<file path="src/rtl/decode_scoreboard.sv">
// decode_scoreboard
// Register-hazard scheduler for the decode stage. Each architectural register
// (except r0) has a small counter of in-flight writes. Decode is stalled while
// an issuing instruction reads a register with a pending write, or writes a
// register whose counter is saturated. Writebacks retire pending writes.
//
// Optional feature macro: WB_BYPASS_EN
//   defined   : a source read of a register with exactly one pending write is
//               allowed in the same cycle as that register's writeback (the
//               register file forwards the write data).
//   undefined : any pending write on a source register stalls, regardless of a
//               concurrent writeback.
module decode_scoreboard #(
   parameter int NREG  = 32,
   parameter int CNT_W = 2
) (
   input  logic            clk,
   input  logic            reset,
   input  logic            issue_valid,
   input  logic [4:0]      issue_rs,
   input  logic [4:0]      issue_rt,
   input  logic            issue_uses_rs,
   input  logic            issue_uses_rt,
   input  logic            issue_writes,
   input  logic [4:0]      issue_dst,
   input  logic            wb_valid,
   input  logic [4:0]      wb_reg,
   input  logic            flush,
   output logic            issue_stall,
   output logic [NREG-1:0] busy_mask,
   output logic            underflow_err
);

   localparam int IDX_W = 5;
   localparam logic [CNT_W-1:0] CNT_ZERO = {CNT_W{1'b0}};
   localparam logic [CNT_W-1:0] CNT_ONE  = CNT_W'(1'b1);
   localparam logic [CNT_W-1:0] CNT_MAX  = {CNT_W{1'b1}};

   // Entry 0 exists only so register indices map directly; it is held at zero.
   logic [CNT_W-1:0] cnt_q [NREG];
   logic [CNT_W-1:0] cnt_d [NREG];
   logic [NREG-1:0]  busy_q;
   logic [NREG-1:0]  busy_d;
   logic             underflow_q;
   logic             underflow_d;

   logic rs_byp_s;
   logic rt_byp_s;
   logic rs_haz_s;
   logic rt_haz_s;
   logic dst_haz_s;
   logic stall_s;
   logic accept_wr_s;
   logic wb_do_s;
   logic wb_underflow_s;

`ifdef WB_BYPASS_EN
   // A source whose only pending write is retiring this cycle is forwarded.
   always_comb begin
      rs_byp_s = wb_valid && (wb_reg == issue_rs) && (cnt_q[issue_rs] == CNT_ONE);
      rt_byp_s = wb_valid && (wb_reg == issue_rt) && (cnt_q[issue_rt] == CNT_ONE);
   end
`else
   // No forwarding: a pending write always blocks its readers.
   always_comb begin
      rs_byp_s = 1'b0;
      rt_byp_s = 1'b0;
   end
`endif

   // Hazard detection and stall, purely from current counters and issue inputs.
   always_comb begin
      rs_haz_s  = issue_uses_rs && (issue_rs != 5'd0) &&
                  (cnt_q[issue_rs] != CNT_ZERO) && !rs_byp_s;
      rt_haz_s  = issue_uses_rt && (issue_rt != 5'd0) &&
                  (cnt_q[issue_rt] != CNT_ZERO) && !rt_byp_s;
      dst_haz_s = issue_writes && (issue_dst != 5'd0) &&
                  (cnt_q[issue_dst] == CNT_MAX);
      stall_s     = issue_valid && (rs_haz_s || rt_haz_s || dst_haz_s);
      accept_wr_s = issue_valid && !stall_s && issue_writes && (issue_dst != 5'd0);
      wb_do_s     = wb_valid && (wb_reg != 5'd0);
   end

   // Next counter values: flush wins, then net-zero, increment, decrement.
   always_comb begin
      wb_underflow_s = 1'b0;
      cnt_d[0]       = CNT_ZERO;
      busy_d         = {NREG{1'b0}};
      for (int i = 1; i < NREG; i++) begin
         if (flush) begin
            cnt_d[i] = CNT_ZERO;
         end else if (accept_wr_s && (issue_dst == IDX_W'(i)) &&
                      wb_do_s && (wb_reg == IDX_W'(i))) begin
            cnt_d[i] = cnt_q[i];
         end else if (accept_wr_s && (issue_dst == IDX_W'(i))) begin
            cnt_d[i] = cnt_q[i] + CNT_ONE;
         end else if (wb_do_s && (wb_reg == IDX_W'(i))) begin
            if (cnt_q[i] == CNT_ZERO) begin
               cnt_d[i]       = CNT_ZERO;
               wb_underflow_s = 1'b1;
            end else begin
               cnt_d[i] = cnt_q[i] - CNT_ONE;
            end
         end else begin
            cnt_d[i] = cnt_q[i];
         end
      end
      for (int i = 1; i < NREG; i++) begin
         busy_d[i] = (cnt_d[i] != CNT_ZERO);
      end
      underflow_d = underflow_q | wb_underflow_s;
   end

   // State registers; busy_mask is registered from the same next-state counters.
   always_ff @(posedge clk or posedge reset) begin
      if (reset) begin
         for (int i = 0; i < NREG; i++) begin
            cnt_q[i] <= CNT_ZERO;
         end
         busy_q      <= {NREG{1'b0}};
         underflow_q <= 1'b0;
      end else begin
         for (int i = 0; i < NREG; i++) begin
            cnt_q[i] <= cnt_d[i];
         end
         busy_q      <= busy_d;
         underflow_q <= underflow_d;
      end
   end

   assign issue_stall   = stall_s;
   assign busy_mask     = busy_q;
   assign underflow_err = underflow_q;

endmodule

</file>
<file path="config.mk">
export PLATFORM = sky130hd
export DESIGN_NAME = decode_scoreboard
export DESIGN_NICKNAME = d
export VERILOG_FILES = /design/src/rtl/decode_scoreboard.sv
export SDC_FILE = /design/constraint.sdc
export NUM_CORES = 1
export LEC_CHECK = 0
export BUFFER_PORTS_ARGS = -buffer_cell sky130_fd_sc_hd__buf_2
export CORE_UTILIZATION = 56
export DETAILED_ROUTE_END_ITERATION = 10
export PLACE_DENSITY = 0.78
export SKIP_CTS_REPAIR_TIMING = 1
export SYNTH_ARGS = -nofsm -noshare
export SYNTH_HDL_FRONTEND = slang
export SYNTH_SLANG_ARGS = --single-unit
export TNS_END_PERCENT = 10
</file>
<file path="constraint.sdc">
create_clock -name clk -period 3.3 [get_ports clk]
set_clock_uncertainty 0.2 [all_clocks]
set_input_delay 0 -clock clk [delete_from_list [all_inputs] [get_ports clk]]
set_output_delay 0 -clock clk [all_outputs]
set_load 0.01 [all_outputs]
</file>
==> results.md, run 1 <==
Clock network:
- The longest clock path from root to sink contains 2 buffers.
- The insertion delay of the later-clocked pin in the worst-skew pair is 0.36 ns.
- The clock net sink count is 94.
- The total clock buffers created by CTS is 9.
- The clock tree from TritonCTS is built.
- The cell sitting at the root of the clock tree is a sky130_fd_sc_hd__clkbuf_16.
- The H-tree was split into 3 levels.
- The clock transition at the registers of the reported paths is 0.07 ns.

Yosys:
- After synthesis, the cell types taking the most area are sky130_fd_sc_hd__dfrtp_1 28%, sky130_fd_sc_hd__ha_1 14%, sky130_fd_sc_hd__mux2i_1 5.2%, sky130_fd_sc_hd__nor2_1 4.2%, sky130_fd_sc_hd__a211oi_1 3.5%.
- The number of enable-type register cells in the synthesized netlist is 0.
- Of the post-synthesis cell area, the dominant cell type holds 0.2797.
- The simple-gate area share of the yosys netlist is 0.2300.
- The share of synthesized cell area in full adder, half adder and majority cells is 0.1384.
- A synthesized cell averages 8.871 µm².
- In the synthesized netlist the async set-or-reset flop fraction comes to 1.000.
- The cell count after synthesis came out at 948.
- Of the post-synthesis cell area, the part taken by muxes is 0.1073.
- After synthesis, the largest family of logic cells by area is simple AND/OR/NAND/NOR gates.
- The synthesized design spends more area on one cell type than any other, namely sky130_fd_sc_hd__dfrtp_1.
- The mapped netlist covers 8409 µm².
- Of the synthesized area, sequential elements account for 0.2797.
- The dominant register cell in the synthesized netlist is sky130_fd_sc_hd__dfrtp_1.
- The number of distinct standard cells referenced by the synthesized netlist is 84.
- The flip-flop and latch count after synthesis is 94.
- The number of nets produced by synthesis is 1069.
- The XOR/XNOR share of the synthesized area is 0.02187.
- The area fraction in compound gates after synthesis is 0.1628.
- The number of warnings printed during yosys synthesis is 0.

Outcome:
- The run finished with clean final reports.

Detailed routing:
- The final routed DRC violation total is 0.
- After detailed routing, the average wire length per cell comes to 20.39 µm.
- The total routed wirelength is 26280 µm.
- The number of detailed-route iterations in the first pass is 6.
- The number of DRC violations after detailed-routing iteration 0 is 993.
- The number of vias per cell after detailed routing is 6.404.
- The routed layout has 8255 vias.
- The antenna violation net count after detailed routing is 0.

Global routing:
- The initial antenna violation count came to 0.
- The via count of the first global-routing pass is 7689.
- The remaining global-route overflow is 0.
- The maximum number of pins on one net before global-route repair is 52.
- The first global-routing pass estimated 40740 µm of wire.
- Across every metal layer, demand over resource in global routing totals 0.3359.

Placed design:
- The worst setup slack before clock tree synthesis is -0.05284 ns.
- Summed over all nets, the half-perimeter wirelength after detailed placement is 20160 µm.
- The port buffer count is 60.
- Routability-driven placement finished with a final weighted congestion of 1.066.

Hold path:
- The min-delay analysis places its worst path in the category input pin to flop.

Finish:
- The filler cells instantiated in the layout total 1107.
- The area added between synthesis and finish is 21.07%.
- 0 antenna diodes ended up in the layout.
- The layout net count is 1221.
- Of the cells placed in the final design, the portion with a size suffix greater than 1 is 0.2661.

STA:
- The headroom to the max-slew limit is 0.4992.
- The worst setup margin is 0.02121 ns.
- The final critical-path required period is 3.279 ns.
- The portion of the clock cycle consumed by the worst path in the final layout is 0.9936.
- Setup repair after global routing could not meet its margin everywhere.
- Setup violations remaining at the end of the flow were counted as 0.
- The peak clock frequency supported by timing is 0.3050 GHz.
- The final max-slew violation count is 0.
- At the pin with the least slew margin, the transition time is 0.7455 ns.
- The number of failing hold endpoints at the final stage is 0.

Die:
- In this run the count of I/O pins placed on the die edge is 62.
- Row generation in the floorplan step produced 44 rows.
- The region available for standard cell placement spans 14590 µm².
- The initial utilization of the core area, before any placement, comes to 0.5764.
- The die span in x is 124.5 µm.
- The vertical die dimension is 124.5 µm.
- The die covers 15510 µm².

Worst setup path:
- Along the worst path, the maximum fanout reaches 7.
- The type of element launching the critical path is a flop.
- The critical path data arrival time is 3.31 ns.
- Walking the worst path, the cells encountered are buf_4, nor3_2, a2111oi_1, a311oi_1, a32oi_2, a311oi_4, buf_6, nand2_8, nor3_1, buf_4, mux2i_2, a211oi_2, or2_1.
- The data required time at the worst endpoint is 3.33 ns.
- The slowest library cell on the worst path is sky130_fd_sc_hd__dfrtp_1.
- In this design, the critical path's most frequently occurring cell is sky130_fd_sc_hd__buf_4.
- The worst setup path category is flop to flop.
- The critical path's largest stage delay is 0.39 ns.
- The kind of end point of the critical path is a flop.

Pwr:
- The standby leakage power is 4.684 nW.
- The largest voltage drop on the vdd net is 0.0002251 V.
- The cell area power density is 261.1 nW/µm².
- The total power is 2.658 mW.

Job:
- The number of maximum-capacitance constraint violations is 0.
## final timing paths
kind	slack [ns]	cells after the start	start	to
setup reg to reg	0.02	13	cnt_q[55]$_DFF_PP0_	busy_mask[11]$_DFF_PP0_
min in group asynchronous	0.06	3	reset	cnt_q[21]$_DFF_PP0_
hold / removal	0.05	5	wb_reg[4]	cnt_q[24]$_DFF_PP0_
max in group asynchronous	2.14	4	reset	busy_mask[16]$_DFF_PP0_
hold reg to reg	0.48	3	cnt_q[56]$_DFF_PP0_	cnt_q[56]$_DFF_PP0_
setup / recovery	0.02	13	cnt_q[55]$_DFF_PP0_	busy_mask[11]$_DFF_PP0_
## where the power goes
part / switching (mW) / leakage [nW] / internal (mW)
Combinational: 0.310 / 3.24 / 0.182
Sequential: 0.0172 / 1.31 / 1.17
Clock: 0.455 / 0.132 / 0.528
## layout make-up
class | instances | area [µm²] | share of cell area
Inverter | 78 | 295.3 | 0.02900
Timing Repair Buffer | 182 | 1285 | 0.1262
Tap cell | 184 | 230.2 | 0.02261
Clock inverter | 4 | 22.52 | 0.002212
Clock buffer | 12 | 246.5 | 0.02421
Multi-Input combinational cell | 735 | 5749 | 0.5647
Sequential cell | 94 | 2352 | 0.2310
## sequential cells by signal (all words and copies together), names as in the netlist
signal / cells
busy_mask: 31
cnt_q: 62
underflow_err: 1
## cell usage after synthesis (10+ instances only)
master,instances
sky130_fd_sc_hd__dfrtp_1,94
sky130_fd_sc_hd__nor2_1,94
sky130_fd_sc_hd__ha_1,93
sky130_fd_sc_hd__inv_1,78
sky130_fd_sc_hd__nand2_1,59
sky130_fd_sc_hd__mux2i_1,44
sky130_fd_sc_hd__a21oi_1,41
sky130_fd_sc_hd__a211oi_1,39
sky130_fd_sc_hd__nand3_1,36
sky130_fd_sc_hd__nor3_1,27
sky130_fd_sc_hd__clkbuf_1,23
sky130_fd_sc_hd__a31oi_1,22
sky130_fd_sc_hd__xnor2_1,19
sky130_fd_sc_hd__or2_2,15
sky130_fd_sc_hd__and2_1,14
sky130_fd_sc_hd__mux2_2,14
sky130_fd_sc_hd__mux4_2,13
sky130_fd_sc_hd__o21ai_0,13
sky130_fd_sc_hd__nand4_1,11
sky130_fd_sc_hd__or2_1,11
sky130_fd_sc_hd__buf_2,10
sky130_fd_sc_hd__o211ai_1,10
## per-stage QoR
| stage | utilization | cells | setup TNS (ns) | hold slack, ns | area (µm²) |
|---|---|---|---|---|---|
| floorplan | - | 948 | 0 | -0.05564 | 8409 |
| detailed placement | 0.6584 | 1262 | -0.06792 | -0.09138 | 9605 |
| global route | 0.6979 | 1289 | -0.6946 | 0.1011 | 10180 |
| CTS | 0.6768 | 1278 | -0.3846 | -0.4658 | 9874 |
| finish | 0.6979 | 1289 | 0 | 0.05140 | 10180 |
| global placement | 0.6584 | 1262 | -0.02911 | -0.09976 | 9605 |
## routing by layer
layer,GRT usage,part of all wire
met2,0.5206,0.45
met1,0.4527,0.40
met4,0.1084,0.030
met3,0.08978,0.12
met5,0.01634,0.0011
## layout by cell type, fill, tap and decap left out, types with 5 or more instances in the layout
cell type,n
sky130_fd_sc_hd__a211oi_1,32
sky130_fd_sc_hd__a211oi_2,7
sky130_fd_sc_hd__a21oi_1,39
sky130_fd_sc_hd__a22oi_1,5
sky130_fd_sc_hd__a311oi_1,8
sky130_fd_sc_hd__a31oi_1,22
sky130_fd_sc_hd__and2_1,13
sky130_fd_sc_hd__and3_1,7
sky130_fd_sc_hd__buf_2,60
sky130_fd_sc_hd__buf_4,111
sky130_fd_sc_hd__buf_6,5
sky130_fd_sc_hd__clkbuf_16,9
sky130_fd_sc_hd__dfrtp_1,94
sky130_fd_sc_hd__ha_1,93
sky130_fd_sc_hd__inv_1,77
sky130_fd_sc_hd__mux2_2,14
sky130_fd_sc_hd__mux2i_1,42
sky130_fd_sc_hd__mux4_2,13
sky130_fd_sc_hd__nand2_1,59
sky130_fd_sc_hd__nand2b_1,9
sky130_fd_sc_hd__nand3_1,33
sky130_fd_sc_hd__nand3_2,10
sky130_fd_sc_hd__nand3b_1,9
sky130_fd_sc_hd__nand4_1,11
sky130_fd_sc_hd__nor2_1,91
sky130_fd_sc_hd__nor2b_1,8
sky130_fd_sc_hd__nor3_1,23
sky130_fd_sc_hd__nor3_2,5
sky130_fd_sc_hd__nor3b_1,8
sky130_fd_sc_hd__o211ai_1,10
sky130_fd_sc_hd__o21ai_0,13
sky130_fd_sc_hd__o22ai_1,6
sky130_fd_sc_hd__or2_1,11
sky130_fd_sc_hd__or2_2,11
sky130_fd_sc_hd__or3_1,7
sky130_fd_sc_hd__xnor2_1,18
## worst max-delay path: cells and delay by family (launching register included)
kind	cells	cell delay, ns
multiplexers	1	0.22
buffers and inverters	3	0.53
AND/OR/NAND/NOR	4	0.73
AO/OA/AOI/OAI	5	1.07
flip-flops	1	0.39
## cell families (layout without fill, tap and decap cells)
group / after synthesis / in the layout
and+or+nand+nor: 356 / 356
AOI/OAI and AO/OA: 192 / 192
buffers and inverters: 119 / 276
DFF: 94 / 94
adders and majority gates: 93 / 93
muxes: 72 / 72
xor gates and xnor gates: 21 / 21
other: 1 / 1
Note: power is estimated with default switching activity, not from simulation.
==> run 2: changes to the inputs <==
GPL_TIMING_DRIVEN = 0   (was default)
RECOVER_POWER = 100   (was default)
==> results.md, run 2 (synthesis gave the netlist of run 1 again) <==
STA:
- The worst hold slack across all endpoints is -0.02587 ns (-0.07727 ns).
- Setup repair after global routing could not meet its margin everywhere.
- The number of failing setup endpoints in the final timing report is 20 (+20).
- The peak clock frequency supported by timing is 0.2903 GHz (-4.8%).
- The headroom to the max-slew limit is -0.3231 (-0.8223).
- The number of failing hold endpoints at the final stage came to 3 (+3).
- The final total negative setup slack came to -1.241 ns (-1.241 ns).
- The worst-margin pin slew is 1.974 ns (+1.228 ns).
- The final max-slew violation count is 43 (+43).
- The worst setup margin was -0.1444 ns (-0.1656 ns).
- The final critical-path required period was 3.444 ns (+0.1656 ns).
- The portion of the clock cycle consumed by the worst path in the final layout is 1.044 (+0.05019).

Clock network:
- TritonCTS built the clock tree.
- The insertion delay of the later-clocked pin in the worst-skew pair is 0.36 ns (about the same).
- The total clock buffers created by CTS is 9 (unchanged).
- The worst-case clock buffer depth was 2 (unchanged).
- The cell at the root of the clock tree is sky130_fd_sc_hd__clkbuf_16.
- The clock net sink count is 94 (unchanged).
- The level count of the clock H-tree is 3 (unchanged).
- The clock transition at the registers of the reported paths came to 0.07 ns (about the same).

Outcome:
- The run finished, with violations left.
- The checks that failed: negative hold slack, max-capacitance violations, max-slew violations, negative setup slack.

Global routing:
- The initial antenna violation count is 0 (unchanged).
- The wire length of the first global-routing pass is 39510 µm (-3.0%).
- The maximum number of pins on one net before global-route repair is 53 (+1.9%).
- The global routing usage on met2 is 0.5021 (-0.01852).
- The met3 layer usage reported by global route is 0.07174 (-0.01804).
- The aggregate global-route resource usage was 0.3287 (-0.007231).
- The remaining global-route overflow is 0 (unchanged).
- The via count of the first global-routing pass was 7289 (-5.2%).
- The layer flagged by global routing as most heavily used is met2.
- The fraction of met1 tracks used by global routing is 0.4509 (-0.001791).

Finish:
- The most common cell after layout, fill and taps aside is sky130_fd_sc_hd__ha_1.
- The share of cells above drive strength 1 is 0.2059 (-0.06015).
- The area added between synthesis and finish is 16.65%.
- More flip-flops sit in one register than any other, and that register is cnt_q.
- The share of the core filled with cells is 0.6724 (-0.02547).
- The total area of multi-input combinational cells came to 5861 µm² (+1.9%).
- Leaving out fill and tap cells, the most frequent cells in the layout are 93 x sky130_fd_sc_hd__ha_1, 87 x sky130_fd_sc_hd__nor2_1, 77 x sky130_fd_sc_hd__inv_1.
- The flip-flop count of the largest register after layout was 62 (unchanged).
- The sequential standard cell area is 2375 µm² (+0.96%).
- The number of antenna repair diodes is 0 (unchanged).
- The number of fill cells in the layout is 1180 (+6.6%).
- The layout net count came to 1166 (-4.5%).

Die:
- The vertical die dimension is 124.5 µm (unchanged).
- The area of the die came to 15510 µm² (unchanged).
- The I/O pin total came to 62 (unchanged).
- The area of the core is 14590 µm² (unchanged).
- The die span in x was 124.5 µm (unchanged).
- The row count is 44 (unchanged).
- The initial core utilization came to 0.5764 (unchanged).

Pwr:
- The largest voltage drop on the vdd net is 0.0002514 V (+12%).
- The portion of total power attributed to sequential cells is 0.424 (-0.021).
- The cell area power density is 284.5 nW/µm² (+9.0%).
- The internal portion of total power is 1.992 mW (+6.2%).
- The combinational share of power came to 0.180 (-0.005).
- The clock network fraction of total power is 0.396 (+0.026).
- The fraction of power spent switching nets came to 0.2862 (-0.007943).
- The net switching power is 798.7 µW (+2.2%).
- The standby leakage power is 4.162 nW (-11%).

Detailed routing:
- The antenna violation net count after detailed routing is 0 (unchanged).
- The number of vias per cell after detailed routing came to 6.515 (+1.7%).
- The total routed wirelength came to 26170 µm (-0.41%).
- The number of DRC violations after detailed-routing iteration 0 came to 882 (-11%).
- The number of detailed-route iterations in the first pass is 8 (+2).
- The mean routed wirelength per cell is 21.23 µm (+4.1%).
- The final routed DRC violation total is 0 (unchanged).
- The total number of vias is 8033 (-2.7%).

Placed design:
- The routability congestion estimate is 0.9821 (-7.8%).
- The port buffer count came to 52 (-13%).
- The worst setup slack before clock tree synthesis is -0.7099 ns (-0.6570 ns).
- The HPWL after detailed placement was 19460 µm (-3.4%).

Job:
- The number of maximum-capacitance constraint violations was 1 (+1).

Worst setup path:
- The top fanout value on the critical path was 6 (-1).
- The critical path's largest stage delay is 0.46 ns (+0.07 ns).
- The type of element launching the critical path is a flop.
- The cell family contributing the most delay on the critical path is compound AO/OA/AOI/OAI gates.
- STA classifies the critical path endpoint as a flop.
- The slowest library cell on the worst path is sky130_fd_sc_hd__dfrtp_2.
- The critical path data arrival time is 3.46 ns (+0.15 ns).
- The data required time at the worst endpoint is 3.32 ns (about the same).
- The reg2reg setup slack is -0.14 ns (-0.17 ns).
- The most frequent cell on the critical path is sky130_fd_sc_hd__a211o_1.
- The setup path with the least slack is of type flop to flop.
- The critical path goes through nor2_2, a21oi_1, a211o_1, a211o_1, a311oi_4, and2_4, buf_8, buf_4, nand3_2, and3_4, a211oi_4, a41oi_2.
- The number of buffers and inverters on the critical path is 2 (-1).

Hold path:
- The path type of the worst min-delay path is input pin to flop.
## run 2: cell types whose count changed in the layout (fill, tap and decap cells not counted), moves of 3 or more
cell,delta
sky130_fd_sc_hd__buf_1,+3
sky130_fd_sc_hd__buf_2,-33
sky130_fd_sc_hd__buf_4,-80
sky130_fd_sc_hd__clkbuf_1,+52
sky130_fd_sc_hd__dfrtp_1,-18
sky130_fd_sc_hd__dfrtp_2,+18
sky130_fd_sc_hd__nand3_2,-3
sky130_fd_sc_hd__nor2_1,-4
sky130_fd_sc_hd__nor2_2,+5
## run 2: area by class of cell
cell class                 count  share of cell area
buffer                        40             0.02258
clock buffer                  12             0.02717
clock inverter                 3            0.004337
inverter                      78             0.02997
multi-input combinational    735              0.5974
sequential                    94              0.2421
tap                          184             0.02347
timing repair buffer          87             0.05293
## run 2: layer usage
metal / up-vias / share of wire
li1: 3596 / -
met1: 3867 / 0.41
met2: 468 / 0.44
met3: 102 / 0.11
met4: 0 / 0.042
met5: - / 0
## run 2: stage by stage
stage                     instances  power, mW  area, µm²
after floorplan                 948      1.473       8409
after global placement         1184      1.614       8900
after detailed placement       1185      1.620       8930
after CTS                      1200      2.712       9239
after global routing           1233      2.872       9809
final                          1233      2.791       9809
## run 2: power by group through the flow
stage | registers [mW] | logic, mW | clock network (mW)
floorplan | 1.20 | 0.269 | 0
global placement | 1.20 | 0.410 | 0
detailed placement | 1.20 | 0.417 | 0
CTS | 1.18 | 0.419 | 1.11
global route | 1.18 | 0.528 | 1.16
finish | 1.18 | 0.504 | 1.10
## run 2: worst reg2reg max path, cell delays in order (launching register included)
cell,delay (ns)
sky130_fd_sc_hd__dfrtp_2,0.46
sky130_fd_sc_hd__nor2_2,0.17
sky130_fd_sc_hd__a21oi_1,0.08
sky130_fd_sc_hd__a211o_1,0.30
sky130_fd_sc_hd__a211o_1,0.34
sky130_fd_sc_hd__a311oi_4,0.42
sky130_fd_sc_hd__and2_4,0.22
sky130_fd_sc_hd__buf_8,0.13
sky130_fd_sc_hd__buf_4,0.12
sky130_fd_sc_hd__nand3_2,0.10
sky130_fd_sc_hd__and3_4,0.27
sky130_fd_sc_hd__a211oi_4,0.33
sky130_fd_sc_hd__a41oi_2,0.17
## run 2: path summary, 6_finish.rpt
kind                                     start                 endpoint  depth (start not counted)
setup / recovery           cnt_q[10]$_DFF_PP0_  underflow_err$_DFF_PP0_                         12
hold / removal                           flush      cnt_q[11]$_DFF_PP0_                          3
setup reg to reg           cnt_q[10]$_DFF_PP0_  underflow_err$_DFF_PP0_                         12
hold reg to reg            cnt_q[59]$_DFF_PP0_      cnt_q[59]$_DFF_PP0_                          2
max in group asynchronous                reset      cnt_q[37]$_DFF_PP0_                          3
min in group asynchronous                reset      cnt_q[20]$_DFF_PP0_                          3
